**src/rtl/mem_port_arbiter.sv**
```systemverilog
// rtl/mem_port_arbiter.sv - shares one word-wide memory port between instruction fetch and the LSU
//
// Purpose: grants the single memory port either to a 4-beat fetch burst that
// assembles a 128-bit bundle, or to a single-beat LSU load/store. LSU normally
// wins; once it has won STARVE_LIMIT times in a row with a fetch pending, the
// fetch is forced through.
//
// Ports:
//   clk, rst                     clock, synchronous active-high reset
//   fetch_req/pc/flush           fetch request, bundle address, squash
//   fetch_bundle/valid           assembled bundle and its one-cycle strobe
//   lsu_rd_en/wr_en/addr/wr_data LSU load/store request
//   lsu_rd_data/done             load result and completion pulse
//   mem_addr/rd_en/wr_en/wr_data memory command (1-cycle read latency)
//   mem_rd_data                  memory read data
//   arb_stall                    pipeline stall while any request is outstanding
module mem_port_arbiter #(
  parameter int STARVE_LIMIT = 4
) (
  input  logic         clk,
  input  logic         rst,
  input  logic         fetch_req,
  input  logic [31:0]  fetch_pc,
  input  logic         fetch_flush,
  output logic [127:0] fetch_bundle,
  output logic         fetch_valid,
  input  logic         lsu_rd_en,
  input  logic         lsu_wr_en,
  input  logic [31:0]  lsu_addr,
  input  logic [31:0]  lsu_wr_data,
  output logic [31:0]  lsu_rd_data,
  output logic         lsu_done,
  output logic [31:0]  mem_addr,
  output logic         mem_rd_en,
  output logic         mem_wr_en,
  output logic [31:0]  mem_wr_data,
  input  logic [31:0]  mem_rd_data,
  output logic         arb_stall
);

  localparam int SW = $clog2(STARVE_LIMIT + 1);
  localparam logic [SW-1:0] LIMIT = SW'(STARVE_LIMIT);

  typedef enum logic [2:0] {
    IDLE       = 3'd0,
    FETCH      = 3'd1,
    FETCH_RESP = 3'd2,
    LSU_RD     = 3'd3,
    LSU_RESP   = 3'd4,
    LSU_WR     = 3'd5
  } state_t;

  state_t         r_state;
  state_t         w_state_n;
  logic [1:0]     r_beat;
  logic [27:0]    r_pc_q;
  logic [31:0]    r_addr_q;
  logic [31:0]    r_data_q;
  logic [SW-1:0]  r_starve;
  logic [95:0]    r_buf;
  logic [127:0]   r_bundle;
  logic           r_fetch_valid;
  logic [31:0]    r_lsu_rd_data;
  logic           r_lsu_done;
  logic           w_fetch_ok;
  logic           w_lsu_ok;
  logic           w_grant_fetch;
  logic           w_grant_lsu;
  logic           w_unused;

  // A requester still holds its line during its own done/valid cycle; those
  // cycles must not be mistaken for a fresh request.
  assign w_fetch_ok = fetch_req & ~r_fetch_valid & ~fetch_flush;
  assign w_lsu_ok   = (lsu_rd_en | lsu_wr_en) & ~r_lsu_done;

  // Address low bits are discarded by construction.
  assign w_unused = ^{fetch_pc[3:0], lsu_addr[1:0]};

  always_comb begin
    w_state_n     = r_state;
    w_grant_fetch = 1'b0;
    w_grant_lsu   = 1'b0;
    mem_addr      = 32'd0;
    mem_rd_en     = 1'b0;
    mem_wr_en     = 1'b0;
    mem_wr_data   = 32'd0;
    case (r_state)
      IDLE: begin
        if (w_lsu_ok && !(w_fetch_ok && (r_starve == LIMIT))) begin
          w_grant_lsu = 1'b1;
          // Store wins when both enables are high; the load is dropped.
          w_state_n   = lsu_wr_en ? LSU_WR : LSU_RD;
        end else if (w_fetch_ok) begin
          w_grant_fetch = 1'b1;
          w_state_n     = FETCH;
        end
      end
      FETCH: begin
        mem_rd_en = 1'b1;
        mem_addr  = {r_pc_q, r_beat, 2'b00};
        if (fetch_flush) begin
          w_state_n = IDLE;
        end else if (r_beat == 2'd3) begin
          w_state_n = FETCH_RESP;
        end
      end
      FETCH_RESP: w_state_n = IDLE;
      LSU_RD: begin
        mem_rd_en = 1'b1;
        mem_addr  = r_addr_q;
        w_state_n = LSU_RESP;
      end
      LSU_RESP: w_state_n = IDLE;
      LSU_WR: begin
        mem_wr_en   = 1'b1;
        mem_addr    = r_addr_q;
        mem_wr_data = r_data_q;
        w_state_n   = IDLE;
      end
      default: w_state_n = IDLE;
    endcase
  end

  always_ff @(posedge clk) begin
    if (rst) begin
      r_state       <= IDLE;
      r_beat        <= 2'd0;
      r_pc_q        <= 28'd0;
      r_addr_q      <= 32'd0;
      r_data_q      <= 32'd0;
      r_starve      <= '0;
      r_buf         <= 96'd0;
      r_bundle      <= 128'd0;
      r_fetch_valid <= 1'b0;
      r_lsu_rd_data <= 32'd0;
      r_lsu_done    <= 1'b0;
    end else begin
      r_state       <= w_state_n;
      r_fetch_valid <= (r_state == FETCH_RESP) && !fetch_flush;
      r_lsu_done    <= (r_state == LSU_RESP) || (r_state == LSU_WR);

      if (w_grant_fetch) begin
        r_pc_q <= fetch_pc[31:4];
        r_beat <= 2'd0;
      end
      if (w_grant_lsu) begin
        r_addr_q <= {lsu_addr[31:2], 2'b00};
        r_data_q <= lsu_wr_data;
      end

      // Words 0..2 are staged so a squashed burst never disturbs the
      // bundle presented to the fetch unit.
      if (r_state == FETCH) begin
        r_beat <= r_beat + 2'd1;
        case (r_beat)
          2'd1:    r_buf[31:0]  <= mem_rd_data;
          2'd2:    r_buf[63:32] <= mem_rd_data;
          2'd3:    r_buf[95:64] <= mem_rd_data;
          default: ;
        endcase
      end
      if ((r_state == FETCH_RESP) && !fetch_flush) begin
        r_bundle <= {mem_rd_data, r_buf};
      end
      if (r_state == LSU_RESP) begin
        r_lsu_rd_data <= mem_rd_data;
      end

      if (!fetch_req || w_grant_fetch) begin
        r_starve <= '0;
      end else if (w_grant_lsu && (r_starve != LIMIT)) begin
        r_starve <= r_starve + SW'(1);
      end
    end
  end

  assign fetch_bundle = r_bundle;
  assign fetch_valid  = r_fetch_valid;
  assign lsu_rd_data  = r_lsu_rd_data;
  assign lsu_done     = r_lsu_done;
  assign arb_stall    = (fetch_req & ~r_fetch_valid) |
                        ((lsu_rd_en | lsu_wr_en) & ~r_lsu_done);

endmodule

```
**config.mk**
```make
export PLATFORM = sky130hd
export DESIGN_NAME = mem_port_arbiter
export DESIGN_NICKNAME = d
export VERILOG_FILES = /design/src/rtl/mem_port_arbiter.sv
export SDC_FILE = /design/constraint.sdc
export NUM_CORES = 1
export LEC_CHECK = 0
export BUFFER_PORTS_ARGS = -buffer_cell sky130_fd_sc_hd__buf_4
export CORE_MARGIN = 4
export CORE_UTILIZATION = 57
export CTS_CLUSTER_DIAMETER = 100
export DETAILED_ROUTE_END_ITERATION = 7
export MAX_ROUTING_LAYER = met4
export PLACE_DENSITY = 0.94
export SLEW_MARGIN = 20
export SYNTH_ARGS = -nofsm -noshare
export SYNTH_HDL_FRONTEND = slang
export SYNTH_SLANG_ARGS = --single-unit
```
**constraint.sdc**
```tcl
create_clock -name clk -period 5.2 [get_ports clk]
set_input_delay 0.26 -clock clk [delete_from_list [all_inputs] [get_ports clk]]
set_output_delay 0.26 -clock clk [all_outputs]
set_load 0.01 [all_outputs]
```
-- Word level (Yosys, flattened, before mapping)
Cells that the tools add are included.
- output and inout bits: 229
- logic and storage cells: 70
- input port bits: 134
- memory bits (writable): 0
- register bits after elaboration: 356
- bits in read-only memories: 0
- memories kept: 0
- latch bits: 0
- equal/unequal tests: 12
- $lt $le $gt $ge: 0
- shift operators: 0
- $mul: 0
- muxes and demuxes: 17
- $add $sub $neg: 2
- reduce and logical (&&, ||, !) cells: 18
- div/mod/pow operators: 0
- bitwise gates (word level): 8
- operators by type and width (operator ; number):
    one-hot mux 32 bit (2 select lines) ; 1
    two-way mux 32 bit ; 1
    two-way mux 3 bit ; 5
    == test 3 bit (second input constant) ; 3
    inequality test 3 bit (second input constant) ; 3
    one-hot mux 3 bit (3 select lines) ; 1
    AND reduction 2 bit ; 4
    two-way mux 1 bit ; 7
    == test 3 x 2 -> 1 bit (second input constant) ; 2
    OR reduction 2 bit ; 3
    == test 2 bit (second input constant) ; 2
    logical AND 1 bit ; 4
    two-way mux 2 bit ; 2
    adder 3 x 1 -> 3 bit (second input constant) ; 1
    bitwise AND 1 bit ; 3
    == test 3 x 1 -> 1 bit (second input constant) ; 1
    logical NOT 1 bit ; 3
    logical NOT 3 bit ; 1
    NOT 1 bit ; 3
    adder 2 x 1 -> 2 bit (second input constant) ; 1
    == test 2 x 1 -> 1 bit (second input constant) ; 1
    logical OR 1 bit ; 2
    OR 1 bit ; 2
    nonzero test 2 bit ; 1

-- Depth between registers and ports, before layout
Gate-level depths: netlist of run 1.
- depth in word-level cells: 10
- mapped depth: 7
- depth with buffers taken out: 5

-- Least setup slack after synthesis of run 1
OpenSTA, ideal clock, no wires.
- path kind: register to register
- from: register r_state[2]
- to: register r_pc_q[21]
- stages on the path, launching flop included: 7
- clock period less this slack: 1.695 ns
- buffers on the path: 3
- data arrival time: 1.623 ns
- setup slack: 3.505 ns
- cell sequence: dfxtp_1 > buf_6 > or3_1 > buf_6 > a211oi_4 > buf_6 > mux2i_1
- word-level cells in the longest chain between the ends: 2
- RTL lines (item ; line ; text):
    start: declaration ; 53 ; state_t r_state;
    start signal: assignment ; 138 ; r_state <= w_state_n;
    logical NOT 3 bit ; 87 ; case (r_state)
    two-way mux 1 bit ; 87 ;
    end signal: assignment ; 143 ; r_pc_q <= fetch_pc[31:4];
    end: declaration ; 56 ; logic [27:0] r_pc_q;
No other way between the ends.
A chain may end at the register's enable or synchronous reset.

-- Final worst setup path of run 1
- from: register r_state[2]
- to: output mem_wr_data[24]
- word-level cells in the longest chain between the ends: 2
- RTL lines (item ; line ; text):
    == test 3 bit ; 87 ;
    two-way mux 32 bit ; 87 ;
    end: declaration ; 36 ; output logic [31:0] mem_wr_data,
No other way between the ends.

==> run metrics, run 1 <==
final instance area=0.0181 mm^2; initial antenna violation count=0; crit-path cells=and3b_1 > and2_1 > buf_4; hpwl dp=25,200 um; CTS tree=built; DRC=0; MaxCap Viol Count=0; die width=162 um; cell count along the critical path=3; port buffer count=354; Worst VDD drop=0.000301 V; synthesized area per cell=8.18 um^2; Hold Fails Final Rpt=0; crit-path max FO=33; r2r setup slk=2410 ps; row cnt=56; die area=0.0264 mm^2; I/O Pins=363; PostCTS Resize Cnt=0; number of CTS-inserted buffers=37; cells on worst reg2reg path=4; initial detailed-routing violation count=1,395; share of layout cells above drive strength 1=21.6%; core area=0.0235 mm^2; register area share after synthesis=52.4%; Post-Place Cell Area=0.0162 mm^2; area share of the largest cell type after synthesis=52.4%; min-delay worst type=in2reg; # diodes=0; Final setup viols=0; power density cells=344 mW/mm^2; worst hold path cell count=3; type of origin of the critical path=flip-flop; GRT Overall Usage=34.5%; wire per inst=19.6 um; Synth area leaders=dfxtp_1, nand2_1, a21oi_1; number of global-route vias before repair=13,371; cell accounting for the most synthesized area=dfxtp_1; first-pass GRT wire length=71,300 um; unrepaired setup endpoints after global routing=false; CP top delay family=simple AND/OR/NAND/NOR gates; grt ovf=0; Worst Path Buf+Inv=1; status=finished, final reports clean; root buffer cell=clkbuf_16; Final TNS setup=0 ps; largest net degree at the start of global routing=143; Clock Pin Slew Worst Setup and Hold Paths=60 ps; die height=162 um; WP data required=4940 ps; DRT Pass-1 Iters=8; WP data arrival=2610 ps; Cell Area, Synth=0.0136 mm^2; Crit Path Category=reg2out; LEAKAGE=7.28 nW; slowest CP cell=and3b_1; CTS Buffer Depth=3; Layout area overhead=33.5%; Synth cell types=46; final wirelength=46,200 um; Antenna Violating Nets Remaining=0; period utilization=55.1%; Async SR Flop Fraction=0%; Clock Skew=31.3 ps; Worst-Margin Slew=1110 ps; CP max stage delay=900 ps; via count=13,409; Max-slew headroom=25.8%; Setup crit end kind=output port; Final #Nets=2,144; TritonCTS Sinks=356; Slew Viols, Final=0; number of synthesized register bits=356; Final GP Congestion=0.837; Starting Density=57.9%; Max Clock Freq=349 MHz; Vias/cell=5.70; Post-Syn Instances=1,661; ys flop type=dfxtp_1; htree depth=2; Clk Latency, worst-skew pair=540 ps; Post-CTS Setup Repair Bufs=0; Post-synth EDFFs=0; Yosys warnings=0; minimum clock period=2870 ps
## power by group
group / switching (mW) / internal (mW) / total, mW
clock network: 1.12 / 1.54 / 2.67
registers: 0.0811 / 2.83 / 2.91
logic: 0.378 / 0.281 / 0.659
total: 1.58 / 4.65 / 6.24
## final cells by class
| cell class | count | area (um^2) |
|---|---|---|
| fillers | 1391 | 5330 |
| multi-input cells | 1163 | 5820 |
| well taps | 319 | 399 |
| clock buffers | 56 | 1110 |
| inverters | 8 | 32.5 |
| clock inverters | 11 | 134 |
| flip-flops and latches | 356 | 7130 |
| repair buffers | 439 | 3520 |
## routing by layer
metal | vias up | track usage [%] | part of all wire, %
met5 | - | - | 0
met4 | 0 | 19.1 | 6.3
met3 | 235 | 7.19 | 9.1
met2 | 803 | 57.4 | 49
met1 | 6307 | 38.8 | 36
li1 | 6064 | - | -
## synthesized netlist by cell type (4+ instances only)
library cell and count:
inv_1 8, nand2_1 694, and2_1 34, buf_2 35, mux2i_1 90, dfxtp_1 356
a21oi_1 257, buf_8 8, a211oi_1 4, ha_1 5, clkbuf_1 84, a22o_1 30
## through the flow
step | power (mW) | util (%) | setup WS [ps] | hold slack [ps] | std cells
floorplan | 3.32 | - | 3510 | 396 | 1662
global placement | 3.50 | 68.7 | 2530 | 436 | 2210
global route | 6.42 | 77.3 | 2150 | 9.32 | 2352
detailed placement | 3.53 | 68.8 | 2490 | 443 | 2211
finish | 6.24 | 77.3 | 2330 | 3.91 | 2352
CTS | 6.20 | 77.3 | 2390 | 0.0849 | 2352
## worst min-delay path, stage by stage
cell	delay, ps
buf_4	110
nand2_1	50
mux2i_1	60
## flip-flops by register name (all words and copies together) (netlist names)
register / flops
r_starve: 3
r_beat: 2
lsu_rd_data: 32
r_pc_q: 28
r_state: 3
lsu_done: 1
r_addr_q: 30
r_data_q: 32
fetch_valid: 1
r_buf: 96
fetch_bundle: 128
## kinds of logic after synthesis
| logic type | after synthesis | synth area share (%) |
|---|---|---|
| AND/OR/NAND/NOR | 760 | 22.6 |
| flip-flops | 356 | 52.4 |
| AO/OA/AOI/OAI | 305 | 12.5 |
| buffers and inverters | 143 | 5.20 |
| multiplexers | 90 | 6.63 |
| adder cells (fa/ha/maj) | 5 | 0.460 |
| other | 1 | 0.0276 |
| XOR/XNOR | 1 | 0.0645 |
## layout by cell type (no fill, tap or decap), types with 7 or more instances in the layout
cell,netlist,layout
buf_4,3,361
dfxtp_1,356,356
inv_1,8,7
dlygate4sd3_1,0,74
a22o_1,30,30
mux2i_1,90,90
clkbuf_16,0,37
a21oi_1,257,257
nand2_1,694,694
and2_1,34,34
clkbuf_8,0,12
clkbuf_1,84,8
## worst paths after layout
kind | from | end
setup / recovery | r_state[2]$_SDFFE_PP0P_ | mem_wr_data[24]
hold / removal | fetch_pc[8] | r_pc_q[4]$_SDFFE_PP0P_
setup reg to reg | r_state[2]$_SDFFE_PP0P_ | r_addr_q[30]$_SDFFE_PP0P_
hold reg to reg | r_buf[38]$_SDFFE_PP0P_ | fetch_bundle[38]$_SDFFE_PP0P_
## timing repair
item,in CTS,in global routing
setup endpoints to repair,0,0
hold buffers,74,0
hold endpoints to repair,77,0
No activity file was read; power rests on OpenSTA's default activity.
==> run 2, diff against run 1 <==
--- a/config.mk
+++ b/config.mk
@@ -7,11 +7,11 @@
 export LEC_CHECK = 0
 export BUFFER_PORTS_ARGS = -buffer_cell sky130_fd_sc_hd__buf_4
 export CORE_MARGIN = 4
-export CORE_UTILIZATION = 57
+export CORE_UTILIZATION = 52
 export CTS_CLUSTER_DIAMETER = 100
 export DETAILED_ROUTE_END_ITERATION = 7
 export MAX_ROUTING_LAYER = met4
-export PLACE_DENSITY = 0.94
+export PLACE_DENSITY = 0.87
 export SLEW_MARGIN = 20
 export SYNTH_ARGS = -nofsm -noshare
 export SYNTH_HDL_FRONTEND = slang
==> constraint.sdc (replaced) <==
create_clock -name clk -period 2.72 [get_ports clk]
set_input_delay 0.136 -clock clk [delete_from_list [all_inputs] [get_ports clk]]
set_output_delay 0.136 -clock clk [all_outputs]
set_load 0.01 [all_outputs]
==> run 2 against run 1 <==
  * Worst hold slack improved by 190 ps
  * Highest routed layer unchanged
  * Largest power group unchanged
  * Clock skew decreased by 16 ps
  * Sequential share of layout area decreased by 1.2 points
  * Utilization decreased by 3.7 points
  * Sequential power increased by 91%
  * Worst setup slack got worse by 2200 ps
  * First-iteration DRC count increased by 3.8%
  * Wire length decreased by 2.5%
  * Register-to-register slack got worse by 2000 ps
  * Final area increased by 3.3%
==> run metrics, run 2 (same netlist as run 1, synthesis figures left out) <==
crit-path max FO=30; root buffer cell=clkbuf_16; Final GP Congestion=0.826; final wirelength=45,000 um; initial antenna violation count=2; Final setup viols=0; core area=0.0255 mm^2; Clk Latency, worst-skew pair=530 ps; most frequent cells in the layout=nand2_1, buf_4, dfxtp_1, a21oi_1, dlygate4sd3_1; final instance area=0.0187 mm^2; htree depth=2; Max Clock Freq=380 MHz; Layout area overhead=37.9%; GRT Overall Usage=30.4%; Crit Path Category=reg2out; critical register-to-register path endpoint=r_addr_q[11]$_SDFFE_PP0P_; Final #Nets=2,204; number of CTS-inserted buffers=37; WP data arrival=2490 ps; pre-CTS worst setup slack=526 ps; MaxCap Viol Count=0; Antenna Violating Nets Remaining=0; grt ovf=0; Vias/cell=5.56; r2r setup slk=400 ps; Slew Viols, Final=0; power density cells=636 mW/mm^2; switching share of power=25.0%; Clock power frac=42.1%; unrepaired setup endpoints after global routing=false; Clock Pin Slew Worst Setup and Hold Paths=60 ps; worst hold path cell count=4; TritonCTS Sinks=356; I/O Pins=363; port buffer count=354; min-delay worst type=in2reg; Final TNS setup=0 ps; CTS tree=built; cells on worst reg2reg path=4; Final Util=73.5%; status=finished, final reports clean; Placed Cells incl. Taps=2,231; LEAKAGE=7.52 nW; DRC=0; Hold Worst Slack=199 ps; hpwl dp=25,200 um; Post-Place Cell Area=0.0163 mm^2; share of layout cells above drive strength 1=21.4%; Max-slew headroom=42.4%; DRT Pass-1 Iters=7; Clock Skew=15.7 ps; CTS Buffer Depth=3; via count=13,449; die height=170 um; largest net degree at the start of global routing=130; Comb power frac=11.1%; Hold Fails Final Rpt=0; die width=170 um; Hold Crit Start=lsu_rd_en; die area=0.0288 mm^2; PostCTS Resize Cnt=0; first-pass GRT wire length=69,200 um; Pint=8.94 mW; commonest non-fill, non-tap cell in the layout=nand2_1; wire per inst=18.6 um; Setup crit end kind=output port; max FFs per register=128; Starting Density=53.3%; initial detailed-routing violation count=1,448; Worst-Margin Slew=864 ps; WP data required=2580 ps; total power=11.9 mW; period utilization=96.6%; Worst VDD drop=0.000573 V; Hold Path Sink=r_starve[1]$_SDFFE_PP0P_; NetSw=2.97 mW; type of origin of the critical path=flip-flop; row cnt=58; reg2reg start=r_state[2]$_SDFFE_PP0P_; number of global-route vias before repair=13,253; minimum clock period=2630 ps; final instance count without filler cells=2,421; Sequential Power Share=46.7%; setup ws final=91.5 ps
[run 2: cell count changes in the layout (fill, tap and decap cells not counted), moves of 5 or more]
cell	change
buf_12	+5
buf_4	+6
clkbuf_8	-6
dlygate4sd3_1	+51
[run 2: final cells by class]
cell class	instances	area (um^2)
diodes	2	5.00
clock buffers	48	1020
clock inverters	15	179
fillers	1623	6740
inverters	8	32.5
multi-input cells	1163	5820
flip-flops and latches	356	7130
well taps	330	413
repair buffers	499	4140
[run 2: critical path, stage by stage, from the launching register on]
cell     delay (ps)
dfxtp_1         820
xor2_1          200
and2_1          170
buf_4           350
a22o_1          270
buf_4           150
[run 2: what timing repair did]
item	CTS	global route
setup buffers	0	0
hold endpoints to repair	255	0
hold buffers	125	0
[run 2: power by group through the flow]
| stage | clock, mW | combinational, mW | sequential, mW |
|---|---|---|---|
| floorplan | 0 | 0.728 | 5.62 |
| global placement | 0 | 1.08 | 5.64 |
| detailed placement | 0 | 1.11 | 5.66 |
| CTS | 5.04 | 1.27 | 5.54 |
| global route | 5.29 | 1.40 | 5.58 |
| finish | 5.02 | 1.32 | 5.57 |
[run 2: worst max-delay path by stage]
stage	start	to	slack, ps	cells past startpoint
floorplan	r_state[2]$_SDFFE_PP0P_	r_pc_q[21]$_SDFFE_PP0P_	1030	6
global placement	r_state[2]$_SDFFE_PP0P_	r_addr_q[30]$_SDFFE_PP0P_	650	4
detailed placement	r_state[2]$_SDFFE_PP0P_	r_data_q[9]$_SDFFE_PP0P_	530	4
CTS	r_state[1]$_SDFFE_PP0P_	mem_addr[21]	150	5
global route	r_state[1]$_SDFFE_PP0P_	mem_addr[21]	40	5
finish	r_state[1]$_SDFFE_PP0P_	mem_addr[21]	90	5
[run 2: layer usage]
metal	global-route usage, %	up-vias	share of wire [%]
li1	-	6196	-
met1	34.0	6335	37
met2	51.3	734	49
met3	6.10	184	8.5
met4	15.8	0	5.1
met5	-	-	0
